==> src/rtl/conv_seq_ctrl.sv <==
// Sequencer for a 1-D convolution engine: loads a frame of X_COUNT samples, then for each
// output window issues F_COUNT tap reads, waits out the MAC pipeline and hands off one result.
// Optional macro CONV_SEQ_CTRL_STALL_CNT_EN adds a saturating back-pressure cycle counter (stall_cnt).
module conv_seq_ctrl #(
  parameter int X_COUNT = 16,
  parameter int F_COUNT = 8,
  parameter int STRIDE  = 1,
  parameter int MAC_LAT = 2,
  localparam int OP_COUNT = (X_COUNT - F_COUNT) / STRIDE + 1,
  localparam int AX = (X_COUNT > 1) ? $clog2(X_COUNT) : 1,
  localparam int AF = (F_COUNT > 1) ? $clog2(F_COUNT) : 1,
  localparam int AY = (OP_COUNT > 1) ? $clog2(OP_COUNT) : 1
) (
  input  logic          clk,
  input  logic          reset,
  input  logic          s_valid_x,
  output logic          s_ready_x,
  output logic          wr_en_x,
  output logic [AX-1:0] addr_x,
  output logic [AF-1:0] addr_f,
  output logic          en_acc,
  output logic          clear_acc,
  output logic          m_valid_y,
  input  logic          m_ready_y,
`ifdef CONV_SEQ_CTRL_STALL_CNT_EN
  output logic [31:0]   stall_cnt,
  output logic [AY-1:0] y_idx
`else
  output logic [AY-1:0] y_idx
`endif
);

  localparam int DW = (MAC_LAT > 1) ? $clog2(MAC_LAT) : 1;

  localparam logic [AX-1:0] X_LAST     = AX'(X_COUNT - 1);
  localparam logic [AF-1:0] F_LAST     = AF'(F_COUNT - 1);
  localparam logic [AY-1:0] OP_LAST    = AY'(OP_COUNT - 1);
  localparam logic [DW-1:0] DRAIN_LAST = DW'(MAC_LAT - 1);
  localparam logic [AX-1:0] STRIDE_AX  = AX'(STRIDE);

  typedef enum logic [1:0] {LOAD, COMPUTE, DRAIN, OUTPUT} state_t;

  state_t             state_q, state_d;
  logic [AX-1:0]      ptr_q, ptr_d;
  logic [AX-1:0]      base_q, base_d;
  logic [AF-1:0]      k_q, k_d;
  logic [AY-1:0]      y_q, y_d;
  logic [DW-1:0]      drain_q, drain_d;
  logic [MAC_LAT-1:0] sr_q, sr_d;
  logic               issue;

  always_comb begin
    state_d = state_q;
    ptr_d   = ptr_q;
    base_d  = base_q;
    k_d     = k_q;
    y_d     = y_q;
    drain_d = drain_q;
    issue   = (state_q == COMPUTE);

    // Read-issue flags age through the MAC pipeline; the oldest one enables the accumulator.
    sr_d[0] = issue;
    for (int i = 1; i < MAC_LAT; i++) begin
      sr_d[i] = sr_q[i-1];
    end

    unique case (state_q)
      LOAD: begin
        if (s_valid_x) begin
          if (ptr_q == X_LAST) begin
            ptr_d   = '0;
            base_d  = '0;
            k_d     = '0;
            y_d     = '0;
            state_d = COMPUTE;
          end else begin
            ptr_d = ptr_q + 1'b1;
          end
        end
      end
      COMPUTE: begin
        if (k_q == F_LAST) begin
          k_d     = '0;
          drain_d = '0;
          state_d = DRAIN;
        end else begin
          k_d = k_q + 1'b1;
        end
      end
      DRAIN: begin
        if (drain_q == DRAIN_LAST) begin
          state_d = OUTPUT;
        end else begin
          drain_d = drain_q + 1'b1;
        end
      end
      OUTPUT: begin
        if (m_ready_y) begin
          if (y_q == OP_LAST) begin
            ptr_d   = '0;
            base_d  = '0;
            y_d     = '0;
            state_d = LOAD;
          end else begin
            base_d  = base_q + STRIDE_AX;
            y_d     = y_q + 1'b1;
            k_d     = '0;
            state_d = COMPUTE;
          end
        end
      end
      default: state_d = LOAD;
    endcase
  end

  always_ff @(posedge clk or posedge reset) begin
    if (reset) begin
      state_q <= LOAD;
      ptr_q   <= '0;
      base_q  <= '0;
      k_q     <= '0;
      y_q     <= '0;
      drain_q <= '0;
      sr_q    <= '0;
    end else begin
      state_q <= state_d;
      ptr_q   <= ptr_d;
      base_q  <= base_d;
      k_q     <= k_d;
      y_q     <= y_d;
      drain_q <= drain_d;
      sr_q    <= sr_d;
    end
  end

  // Ready is masked by reset so the upstream sees no acceptance while reset is held.
  assign s_ready_x = (state_q == LOAD) & ~reset;
  assign wr_en_x   = s_ready_x & s_valid_x;
  assign addr_x    = (state_q == LOAD)    ? ptr_q :
                     (state_q == COMPUTE) ? (base_q + AX'(k_q)) : '0;
  assign addr_f    = (state_q == COMPUTE) ? k_q : '0;
  assign en_acc    = sr_q[MAC_LAT-1];
  assign m_valid_y = (state_q == OUTPUT);
  assign clear_acc = m_valid_y & m_ready_y;
  assign y_idx     = y_q;

`ifdef CONV_SEQ_CTRL_STALL_CNT_EN
  logic [31:0] stall_cnt_q, stall_cnt_d;

  always_comb begin
    stall_cnt_d = stall_cnt_q;
    if (m_valid_y && !m_ready_y && (stall_cnt_q != 32'hFFFF_FFFF)) begin
      stall_cnt_d = stall_cnt_q + 32'd1;
    end
  end

  always_ff @(posedge clk or posedge reset) begin
    if (reset) begin
      stall_cnt_q <= '0;
    end else begin
      stall_cnt_q <= stall_cnt_d;
    end
  end

  assign stall_cnt = stall_cnt_q;
`endif

endmodule

==> config.mk <==
export PLATFORM = sky130hd
export DESIGN_NAME = conv_seq_ctrl
export DESIGN_NICKNAME = d
export VERILOG_FILES = /design/src/rtl/conv_seq_ctrl.sv
export SDC_FILE = /design/constraint.sdc
export NUM_CORES = 1
export LEC_CHECK = 0
export CAP_MARGIN = 0
export CELL_PAD_IN_SITES_DETAIL_PLACEMENT = 2
export CELL_PAD_IN_SITES_GLOBAL_PLACEMENT = 2
export CORE_ASPECT_RATIO = 1.75
export CORE_MARGIN = 2
export CORE_UTILIZATION = 29
export DETAILED_ROUTE_END_ITERATION = 16
export PLACE_DENSITY_LB_ADDON = 0.3
export SYNTH_ARGS = -nofsm -noshare
export SYNTH_HDL_FRONTEND = slang
export SYNTH_SLANG_ARGS = --single-unit
==> constraint.sdc <==
create_clock -name clk -period 1.8 [get_ports clk]
set_clock_uncertainty 0.1 [all_clocks]
set_input_delay 0.36 -clock clk [delete_from_list [all_inputs] [get_ports clk]]
set_output_delay 0.36 -clock clk [all_outputs]
set_load 0.02 [all_outputs]
==> flow_metrics.tcl <==
set metrics [dict create \
    status "finished with violations" \
    failed_checks "setup timing" \
    gp_routability_congestion 0.768 \
    cts_hold_buf 0 \
    critPathTopFamily "adder cells" \
    synth_top_flop_cell "dfrtp_1" \
    io_buffers 19 \
    grt_pass1_vias 1713 \
    cp.required_ns 1.34 \
    critPathKind "reg2out" \
    syn_area_um2 1300 \
    io_pins 20 \
    power_density_nw_per_um2 1960 \
    synth_mux_area_share_pct 3.56 \
    synth_adder_area_share_pct 15.0 \
    p_clk_share_pct 7.6 \
    rows 32 \
    finalCritPeriodShare_pct 122 \
    grt_pass1_wl_um 9490 \
    critPathLaunchType "flop" \
    wl_um 7750 \
    synth_edf_count 0 \
    synthSimpleGateAreaFrac_pct 19.4 \
    ir_drop_mv 1.27 \
    slew_viol_final 0 \
    timing.fmax_mhz 455 \
    diodes 0 \
    yosysUniqueCellTypes 34 \
    ctsHtreeMaxLevel 1 \
    cpMostUsedCell "buf_6" \
    cp.arrival_ns 1.74 \
    area_growth_syn_to_layout_pct 101 \
    p_int_mw 2.82 \
    worst_pin_slew_ns 0.323 \
    cts-buffers-inserted 3 \
    synth_seq_area_share_pct 38.5 \
    comb_power_share_pct 77.8 \
    final_hold_viol_count 0 \
    critPathSlowestCell "fa_2" \
    postLayoutCoreUtil_pct 59.9 \
    design.die.area_um2 5060 \
    drtPass1Iterations 4 \
    avgSynthCellArea_um2 9.36 \
    drcViolationCount 0 \
    synth_cells 139 \
    start_util_pct 29.8 \
    p_leak_nw 1.21 \
    antenna_found_initial 0 \
    critPathMaxFanout 2 \
    pwr-share-seq_pct 14.6 \
    synth-xor-area-share_pct 1.35 \
    ys_ff_latch 20 \
    via_per_inst 5.41 \
    max-cap-violations 0 \
    core_area_um2 4360 \
    final_area_um2 2610 \
    crit_chain "buf_6, fa_2, nand2_2, o21ai_2, buf_6" \
    avgRoutedWirePerCell_um 28.6 \
    die-width_um 54.6 \
    via_count 1465 \
    ys_async_sr_fraction_pct 100 \
    clk_pin_slew_ns 0.10 \
    rsz0062_at_grt "yes" \
    yosysWarnings 0 \
    dp_hpwl_um 3770 \
    cts.path.max_buffers 2 \
    root_buffer "clkbuf_8" \
    track_usage_pct 27.7 \
    first_iter_violations 17 \
    switching_share_pct 45.0 \
    synth-compound-area-share_pct 17.6 \
    clock_latency_ns 0.28 \
    drive_gt1_share_pct 61.4 \
    min_path_type "reg2reg" \
    syn_nets 158 \
    drtAntennaViolNets 0 \
    worst_slack_ns -0.398 \
    setup_viol 27 \
    cts_tree "done" \
    slew_headroom_pct 78.4 \
    power.net_switching_mw 2.30 \
    cts.sinks 20 \
    placed_area_um2 1870 \
    synth_top_family_by_area "simple AND/OR/NAND/NOR gates" \
    die_h_um 92.6 \
    nets 240 \
    final.min_clock_period_ns 2.20 \
    overflow 0 \
    critPathBufInv 2 \
    endpoint_kind "output pin" \
    grt_max_degree 21 \
    slowest_delay_ns 0.57 \
]
[path summary, 6_finish.rpt]
kind                             from        end  slack [ns]  cells past startpoint
setup / recovery            base_q[1]  addr_x[1]       -0.40                      5
hold / removal                sr_q[0]    sr_q[1]        0.26                      0
setup reg to reg           state_q[0]   ptr_q[0]       -0.35                      8
hold reg to reg               sr_q[0]    sr_q[1]        0.26                      0
max in group asynchronous       reset     k_q[1]        0.84                      3
min in group asynchronous       reset   ptr_q[3]        0.49                      3
[cells by family after synthesis]
group           after synthesis
compound gates               35
buf+inv                      16
mux                           4
xor+xnor                      2
flops                        20
fa+ha+maj                    15
simple gates                 47
[layer usage]
metal	part of all wire [%]	vias to the layer above	routed length, µm	track usage [%]
li1	-	649	-	-
met1	36	744	2820	26.6
met2	57	47	4420	53.7
met3	1.8	25	142	2.74
met4	4.6	0	358	12.5
met5	0	-	0	0
[cell usage in the layout (no fill, tap or decap), types with 2 or more instances in the layout]
master           count
buf_6               35
buf_4               32
dfrtp_1             19
nand2_1             11
inv_1                9
ha_4                 7
o21ai_2              6
and2_4               5
ha_1                 5
clkdlybuf4s50_1      5
nand2b_4             4
a21oi_1              4
clkbuf_8             4
buf_12               4
nor2_1               3
nand2b_1             3
a21oi_2              3
a22o_1               3
nor2b_4              2
a21oi_4              2
o2bb2ai_2            2
inv_2                2
and3_1               2
mux2_4               2
nand3_1              2
inv_4                2
o22ai_4              2
mux2i_1              2
nor2_4               2
a21o_1               2
o41ai_4              2
nand2_2              2
ha_2                 2
dlygate4sd2_1        2
[through the flow]
stage	std cells	hold slack, ns	TNS, ns	power (mW)	setup WS [ns]
floorplan	139	0.230	-0.0656	1.73	-0.0377
global placement	245	0.237	-4.62	2.75	-0.484
detailed placement	245	0.241	-7.02	2.90	-0.579
CTS	265	0.260	-3.39	4.14	-0.390
global route	271	0.264	-6.83	5.32	-0.445
finish	271	0.259	-5.55	5.12	-0.398
[registers in the layout (all words and copies together) (netlist names)]
signal and cells:
sr_q 2, y_idx 4, ptr_q 4, state_q 2, base_q 4, drain_q 1
k_q 3
[cell type report]
cell class                      count  area (µm²)
Inverter                           13        53.8
Timing Repair Buffer               80         810
Tap cell                           51        63.8
Multi-Input combinational cell    103        1130
Clock buffer                        4        55.1
Fill cell                         411        1750
Sequential cell                    20         502
[worst register-to-register path, delay by kind of cell, from the launching register on]
family,cells,cell delay (ns)
AO/OA/AOI/OAI,2,0.54
flip-flops,1,0.44
adder cells (fa/ha/maj),1,0.22
AND/OR/NAND/NOR,1,0.29
buffers and inverters,4,0.45
[cells in the mapped netlist (5+ instances only)]
| cell type | count | area [µm²] |
|---|---|---|
| a21oi_1 | 9 | 45.0 |
| dfrtp_1 | 20 | 500 |
| and2_1 | 6 | 37.5 |
| nor2_1 | 5 | 18.8 |
| ha_1 | 14 | 175 |
| inv_1 | 13 | 48.8 |
| nand2_1 | 14 | 52.6 |
| o21ai_0 | 8 | 40.0 |
| nand2b_1 | 7 | 43.8 |
[power groups by stage]
stage	sequential [mW]	combinational, mW	clock, mW
after floorplan	0.772	0.959	0
after global placement	0.681	2.07	0
after detailed placement	0.698	2.20	0
after CTS	0.686	3.09	0.362
after global routing	0.755	4.16	0.404
final	0.745	3.98	0.390
[what timing repair did]
| item | in CTS | in global routing |
|---|---|---|
| cloned | 1 | 0 |
| gates resized for setup | 130 | 51 |
| setup endpoints to repair | 30 | 29 |
| buffers inserted | 17 | 11 |
| pin swaps | 15 | 17 |
Power figures use the tool's default switching activity.
